===== src/rtl/usr_pkg.sv =====
// Shared types and encodings for the universal shift-register sequencer.
package usr_pkg;

    typedef enum logic [1:0] {
        IDLE     = 2'd0,
        TX_SHIFT = 2'd1,
        RX_SHIFT = 2'd2,
        RX_DONE  = 2'd3
    } state_e;

    localparam logic [1:0] SEL_HOLD = 2'b00;
    localparam logic [1:0] SEL_SHR  = 2'b01;
    localparam logic [1:0] SEL_SHL  = 2'b10;
    localparam logic [1:0] SEL_LOAD = 2'b11;

    typedef enum logic {
        GNT_TX = 1'b0,
        GNT_RX = 1'b1
    } gnt_e;

endpackage


===== src/rtl/usr_rr_arb.sv =====
// Two-requester round-robin arbiter; prio points at the requester that wins a tie.
module usr_rr_arb
    import usr_pkg::*;
(
    input  logic clk,
    input  logic rst_n,
    input  logic en,
    input  logic req_tx,
    input  logic req_rx,
    output logic gnt_valid,
    output gnt_e gnt
);

    gnt_e prio_q, prio_d;

    always_ff @(posedge clk or negedge rst_n) begin
        if (!rst_n) begin
            prio_q <= GNT_TX;
        end else begin
            prio_q <= prio_d;
        end
    end

    always_comb begin
        gnt_valid = 1'b0;
        gnt       = GNT_TX;
        prio_d    = prio_q;
        if (en && (req_tx || req_rx)) begin
            gnt_valid = 1'b1;
            if (req_tx && (!req_rx || prio_q == GNT_TX)) begin
                gnt = GNT_TX;
            end else begin
                gnt = GNT_RX;
            end
            // Any grant hands priority to the other side, contested or not.
            prio_d = (gnt == GNT_TX) ? GNT_RX : GNT_TX;
        end
    end

endmodule


===== src/rtl/usr_seq_ctrl.sv =====
// Sequencer time-sharing one universal shift register between a TX serializer
// and an RX deserializer, with round-robin arbitration in IDLE.
module usr_seq_ctrl
    import usr_pkg::*;
#(
    parameter int WIDTH = 4,
    parameter int CNT_W = 3
) (
    input  logic             clk,
    input  logic             rst,
    input  logic             tx_valid,
    input  logic [WIDTH-1:0] tx_data,
    input  logic             tx_msb_first,
    output logic             tx_ready,
    output logic             ser_out,
    output logic             ser_out_valid,
    input  logic             rx_start,
    input  logic             rx_bit_valid,
    input  logic             rx_bit,
    input  logic             rx_abort,
    output logic [WIDTH-1:0] rx_data,
    output logic             rx_data_valid,
    output logic             busy,
    output logic [1:0]       sr_sel,
    output logic [WIDTH-1:0] sr_d,
    output logic             sr_sin_left,
    output logic             sr_sin_right,
    input  logic [WIDTH-1:0] sr_q
);

    localparam logic [CNT_W-1:0] CNT_LAST = CNT_W'(WIDTH - 1);

    state_e           state_q, state_d;
    logic [CNT_W-1:0] cnt_q, cnt_d;
    logic             dir_q, dir_d;
    logic [WIDTH-1:0] rx_data_q, rx_data_d;
    logic             rx_data_valid_q, rx_data_valid_d;

    logic arb_en;
    logic gnt_valid;
    gnt_e gnt;

    // Gating with rst keeps tx_ready and the load strobe low while reset is held.
    assign arb_en = rst && (state_q == IDLE);

    usr_rr_arb u_arb (
        .clk       (clk),
        .rst_n     (rst),
        .en        (arb_en),
        .req_tx    (tx_valid),
        .req_rx    (rx_start),
        .gnt_valid (gnt_valid),
        .gnt       (gnt)
    );

    always_ff @(posedge clk or negedge rst) begin
        if (!rst) begin
            state_q         <= IDLE;
            cnt_q           <= '0;
            dir_q           <= 1'b0;
            rx_data_q       <= '0;
            rx_data_valid_q <= 1'b0;
        end else begin
            state_q         <= state_d;
            cnt_q           <= cnt_d;
            dir_q           <= dir_d;
            rx_data_q       <= rx_data_d;
            rx_data_valid_q <= rx_data_valid_d;
        end
    end

    always_comb begin
        state_d         = state_q;
        cnt_d           = cnt_q;
        dir_d           = dir_q;
        rx_data_d       = rx_data_q;
        rx_data_valid_d = 1'b0;
        sr_sel          = SEL_HOLD;
        sr_d            = '0;
        sr_sin_left     = 1'b0;
        sr_sin_right    = 1'b0;
        tx_ready        = 1'b0;
        ser_out         = 1'b0;
        ser_out_valid   = 1'b0;

        case (state_q)
            IDLE: begin
                if (gnt_valid) begin
                    sr_sel = SEL_LOAD;
                    cnt_d  = '0;
                    if (gnt == GNT_TX) begin
                        tx_ready = 1'b1;
                        sr_d     = tx_data;
                        dir_d    = tx_msb_first;
                        state_d  = TX_SHIFT;
                    end else begin
                        state_d = RX_SHIFT;
                    end
                end
            end
            TX_SHIFT: begin
                ser_out_valid = 1'b1;
                ser_out       = dir_q ? sr_q[WIDTH-1] : sr_q[0];
                sr_sel        = dir_q ? SEL_SHL : SEL_SHR;
                if (cnt_q == CNT_LAST) begin
                    cnt_d   = '0;
                    state_d = IDLE;
                end else begin
                    cnt_d = cnt_q + 1'b1;
                end
            end
            RX_SHIFT: begin
                if (rx_abort) begin
                    cnt_d   = '0;
                    state_d = IDLE;
                end else if (rx_bit_valid) begin
                    sr_sel       = SEL_SHR;
                    sr_sin_right = rx_bit;
                    if (cnt_q == CNT_LAST) begin
                        cnt_d   = '0;
                        state_d = RX_DONE;
                    end else begin
                        cnt_d = cnt_q + 1'b1;
                    end
                end
            end
            RX_DONE: begin
                rx_data_d       = sr_q;
                rx_data_valid_d = 1'b1;
                state_d         = IDLE;
            end
            default: begin
                cnt_d   = '0;
                state_d = IDLE;
            end
        endcase
    end

    assign busy          = (state_q != IDLE);
    assign rx_data       = rx_data_q;
    assign rx_data_valid = rx_data_valid_q;

endmodule


===== config.mk =====
export PLATFORM = sky130hd
export DESIGN_NAME = usr_seq_ctrl
export DESIGN_NICKNAME = d
export VERILOG_FILES = /design/src/rtl/usr_pkg.sv /design/src/rtl/usr_rr_arb.sv /design/src/rtl/usr_seq_ctrl.sv
export SDC_FILE = /design/constraint.sdc
export NUM_CORES = 1
export LEC_CHECK = 0
export CORE_ASPECT_RATIO = 0.7
export CORE_MARGIN = 5
export CORE_UTILIZATION = 36
export CTS_CLUSTER_DIAMETER = 100
export DETAILED_ROUTE_END_ITERATION = 12
export PLACE_DENSITY = 0.73
export SYNTH_ARGS = -nofsm -noshare
export SYNTH_HDL_FRONTEND = slang
export SYNTH_HIERARCHICAL = 1
export SYNTH_SLANG_ARGS = --single-unit
export TNS_END_PERCENT = 20

===== constraint.sdc =====
create_clock -name clk -period 1.9 [get_ports clk]
set_clock_uncertainty 0.1 [all_clocks]
set_input_delay 0.57 -clock clk [delete_from_list [all_inputs] [get_ports clk]]
set_output_delay 0.57 -clock clk [all_outputs]
set_load 0.05 [all_outputs]

# Word level (Yosys, flattened, before mapping)
# Index checks and enable logic that the tools add are counted.
[word_totals]
word_cells = 64
register_bits = 12
out_inout_bits = 17
input_bits = 16
[classes]
n_eq_ne = 8
n_addsub = 1
n_mux = 35
n_bitwise = 2
n_reduce_logical = 12
[op_table]
columns = ["cell", "n"]
rows = [
  ["two-way mux 1 bit", 17],
  ["two-way mux 2 bit", 8],
  ["two-way mux 3 bit", 4],
  ["two-way mux 4 bit", 3],
  ["one-hot mux 3 bit (3 select lines)", 1],
  ["one-hot mux 2 bit (4 select lines)", 1],
  ["inequality test 3 bit (second input constant)", 2],
  ["one-hot mux 2 bit (3 select lines)", 1],
  ["AND reduction 3 bit", 2],
  ["equality test 2 bit (second input constant)", 2],
  ["inequality test 2 bit (second input constant)", 2],
  ["AND reduction 4 bit", 1],
  ["adder 3 x 1 -> 3 bit (second input constant)", 1],
  ["equality test 3 x 2 -> 1 bit (second input constant)", 1],
  ["logical AND 1 bit", 3],
  ["nonzero test 3 bit", 1],
  ["equality test 2 x 1 -> 1 bit (second input constant)", 1],
  ["zero test 2 bit", 1],
  ["logical OR 1 bit", 2],
  ["inverter 1 bit", 2],
  ["nonzero test 2 bit", 1],
  ["zero test 1 bit", 1],
]

# Longest topological paths before layout
[logic_depth]
depth_word = 9
ltp_mapped = 8

# Modules after synthesis
# The synthesis kept the hierarchy.
[modules_own_cells]
columns = ["mod", "area_per_inst_um2", "seq_area_each_um2", "instances", "cells_each"]
rows = [
  ["usr_seq_ctrl", 680.7, 275.3, 1, 62],
  ["usr_rr_arb", 57.6, 25.0, 1, 6],
]

# Worst setup path after synthesis
# OpenSTA, ideal clock, no wires.
[synth_timing]
path_type = "register -> output"
start = "reg state_q[0]"
end = "out sr_d[0]"
stages_incl_launch_ff = 8
arrival_time_ns = 2.337
path_slack_ns = -1.107
t_required_ns = 1.230
n_path_buf = 0
path_cell_list = "dfrtp_1 > inv_1 > ha_1 > and2_1 > o21a_1 > nand2_1 > nor2_1 > and2_1"
[synth_via]
elab_cells_between_ends = 8
[synth_lines]
columns = ["element", "line", "source"]
rows = [
  ["from (decl)", "usr_seq_ctrl.sv:33", "state_e state_q, state_d;"],
  ["from (signal assigned)", "usr_seq_ctrl.sv:64", "state_q <= state_d;"],
  ["zero test 2 bit", "usr_seq_ctrl.sv:44", "assign arb_en = rst && (state_q == IDLE);"],
  ["logical AND 1 bit", "usr_seq_ctrl.sv:44", ""],
  ["net arb_en", "usr_seq_ctrl.sv:39", "logic arb_en;"],
  ["logical AND 1 bit", "usr_rr_arb.sv:28", "if (en && (req_tx || req_rx)) begin"],
  ["two-way mux 1 bit", "usr_rr_arb.sv:28", ""],
  ["net gnt_valid", "usr_seq_ctrl.sv:40", "logic gnt_valid;"],
  ["two-way mux 4 bit", "usr_seq_ctrl.sv:88", "if (gnt_valid) begin"],
  ["two-way mux 4 bit", "usr_seq_ctrl.sv:86", "case (state_q)"],
  ["to (decl)", "usr_seq_ctrl.sv:25", "output logic [WIDTH-1:0] sr_d,"],
]
# The timed path passes the listed nets, and every way through them passes these cells.

# Final worst setup path
[layout_timing]
start = "reg state_q[1]"
end = "out sr_d[3]"
# The elaborated chain is that of the path after synthesis.

==> qor.csv <==
metric;value;unit
Tot Pwr;3.011;mW
Seq pwr share;15.2;%
via count;716;
vias in the first global route;755;
via/cell ratio;5.042;
maxcap violations;0;
P_sw;1.306;mW
Req. time, crit path;1.23;ns
TritonCTS Buffers;3;
GRT Resource Usage Total;15.54;%
clock sink total;12;
DR WL/cell;15.40;um
Clk Tree Root Cell;clkbuf_4;
Clk pwr share;5.0;%
clock buffer depth;2;
hpwl dp;1.761;mm
GRT overflow;0;
max-slew violation count;0;
Internal;1.705;mW
Final min period;2.457;ns
pre-CTS setup slack;-0.7097;ns
CP arrival;1.79;ns
Nets;144;
chip height;47.89;um
switch share;43.37;%
CTS tree;yes;
crit path capture type;output pin;
YS warnings;6;
GP Congestion;0.7351;
die span in x;64.13;um
I/O Buffers;31;
Cell Count, Final, Fillers Out;142;
worst setup path startpoint;state_q[1];
Synth cell types;30;
ANT nets after route;0;
crit-path max FO;5;
Layout Area Growth over Synthesis;109.3;%
syn avg cell area;10.86;um2
Hold WC Path Type;input pin to async pin;
CP startpoint kind;register;
Min Hold Slack;0.2596;ns
Clock transition at path regs;0.07;ns
Reg2Reg Setup Slack;-0.11;ns
largest net degree at the start of global routing;13;
status;complete, but fails checks;
failing checks;negative setup slack;
num ports;33;
#FFs+latches synth;12;
H-tree depth;1;
area post-placement;1423;um2
Setup CP Type;register to output pin;
Max Clock Freq;407.0;MHz
Max VDD drop;1405;uV
final-report setup violation count;15;
# rows;13;
Seq/Total Area, Yosys;40.68;%
share of cells above drive strength 1;61.67;%
Syn Inst Count;68;
Design Area, Final;1545;um2
fin crit share;129.3;%
Final Hold Viols;0;
core area;1903;um2
die area;3071;um2
DR iter-0 viols;15;
first-pass GRT wire length;3.553;mm
commonest non-fill, non-tap cell in the layout;buf_12;
First-pass DRT Iterations;2;
reg2reg path depth;9;
Clk Latency, worst-skew pair;0.27;ns
initial antenna violation count;0;
Netlist Area Pre-Place;738.2;um2
r2r startpoint;state_q[1];
Syn Nets;90;
commonest cells after routing, fill and taps aside;buf_12, buf_4, dfrtp_1;
Pwr Density;1949;nW/um2
RSZ-0062 raised after global routing;yes;
drc violations;0;
combinational power share;79.9;%
Placed Cells;136;
antenna diode count;0;
r2r endpoint;state_q[1];
Initial Util;38.79;%
WL final;2.187;mm
CP endpoint;sr_d[3];
worst setup margin;-0.5570;ns
Pleak;0.7132;nW
## repair_timing
action,4_1_cts,5_1_grt
pin swaps,7,2
endpoints found under the setup margin,16,16
hold buffers,0,0
resized for setup,15,8
setup buffers,1,2
## synth_stat cells
cell type,number,area share (%)
ha_1,6,10
nand2b_1,1,0.85
o22ai_1,1,0.85
nor3b_1,1,1.0
o21ai_0,1,0.68
nor2_1,5,2.5
conb_1,1,0.51
nand2_1,5,2.5
and2b_2,1,1.2
dfrtp_1,12,41
a22o_1,1,1.2
inv_1,3,1.5
o21bai_2,1,1.5
nor3_1,1,0.68
and2b_4,1,1.4
nand2b_4,1,1.9
buf_2,1,0.68
a21oi_1,1,0.68
o21a_1,1,1.0
o31a_1,1,1.2
and3_2,1,1.0
mux2_2,8,12
o21ai_2,1,1.2
nor2b_1,1,0.85
buf_4,1,1.0
nor2b_2,1,1.2
a31oi_1,1,0.85
and2_1,5,4.2
mux2_4,1,2.0
mux2i_1,2,2.7
## logic make-up (layout without fill, tap and decap cells)
group | after synthesis | in the layout | share of synthesized area, %
simple gates | 24 | 24 | 19.32
flops | 12 | 12 | 40.68
mux | 11 | 11 | 16.95
compound gates | 9 | 9 | 9.153
fa+ha+maj | 6 | 6 | 10.17
buf+inv | 5 | 57 | 3.220
other cells | 1 | 1 | 0.5080
## metrics by stage
step | util, % | TNS, ns
after floorplan | - | -2.629
after global placement | 74.75 | -7.278
after detailed placement | 74.75 | -7.558
after CTS | 78.76 | -4.143
after global routing | 81.20 | -6.133
final | 81.20 | -4.498
## registers in the layout (all words and copies together), names as in the netlist
| signal | cells |
|---|---|
| rx_data_valid | 1 |
| rx_data | 4 |
| u_arb/prio_q | 1 |
| dir_q | 1 |
| state_q | 2 |
| cnt_q | 3 |
## layer usage
layer / vias up / wire, um / GRT usage [%]
met1: 360 / 891 / 16.67
met2: 17 / 1143 / 29.26
met5: - / 0 / 0
met4: 0 / 25 / 5.691
met3: 5 / 127 / 5.634
li1: 334 / - / -
## power by group through the flow
stage | Sequential, mW | Combinational, mW | Clock (mW)
after floorplan | 0.582 | 1.00 | 0
after global placement | 0.451 | 2.13 | 0
after detailed placement | 0.461 | 2.17 | 0
after CTS | 0.457 | 2.28 | 0.157
after global routing | 0.472 | 2.52 | 0.178
final | 0.457 | 2.40 | 0.150
## worst min-delay path by stage
stage | from | slack [ns] | endpoint
2_1_floorplan | rst | 0.17 | cnt_q[0]
3_3_place_gp | cnt_q[2] | 0.37 | cnt_q[2]
3_5_place_dp | cnt_q[2] | 0.40 | cnt_q[2]
4_1_cts | rst | 0.26 | state_q[1]
5_1_grt | rst | 0.27 | state_q[1]
6_report | rst | 0.26 | u_arb/prio_q
## worst max-delay path: stages, from the launching register on
cell     delay (ns)
dfrtp_1        0.40
inv_2          0.09
ha_4           0.14
and2_4         0.14
o21a_1         0.16
nand2_2        0.11
nor2_4         0.16
and2_4         0.18
buf_12         0.13
## area by class of cell
cell class | instances | area, um2
flip-flops and latches | 12 | 300.3
repair buffers | 51 | 640.6
multi-input cells | 51 | 538.0
well taps | 22 | 27.53
fillers | 117 | 357.8
clock buffers | 3 | 22.52
inverters | 3 | 16.27
Note: power is estimated with default switching activity, not from simulation.
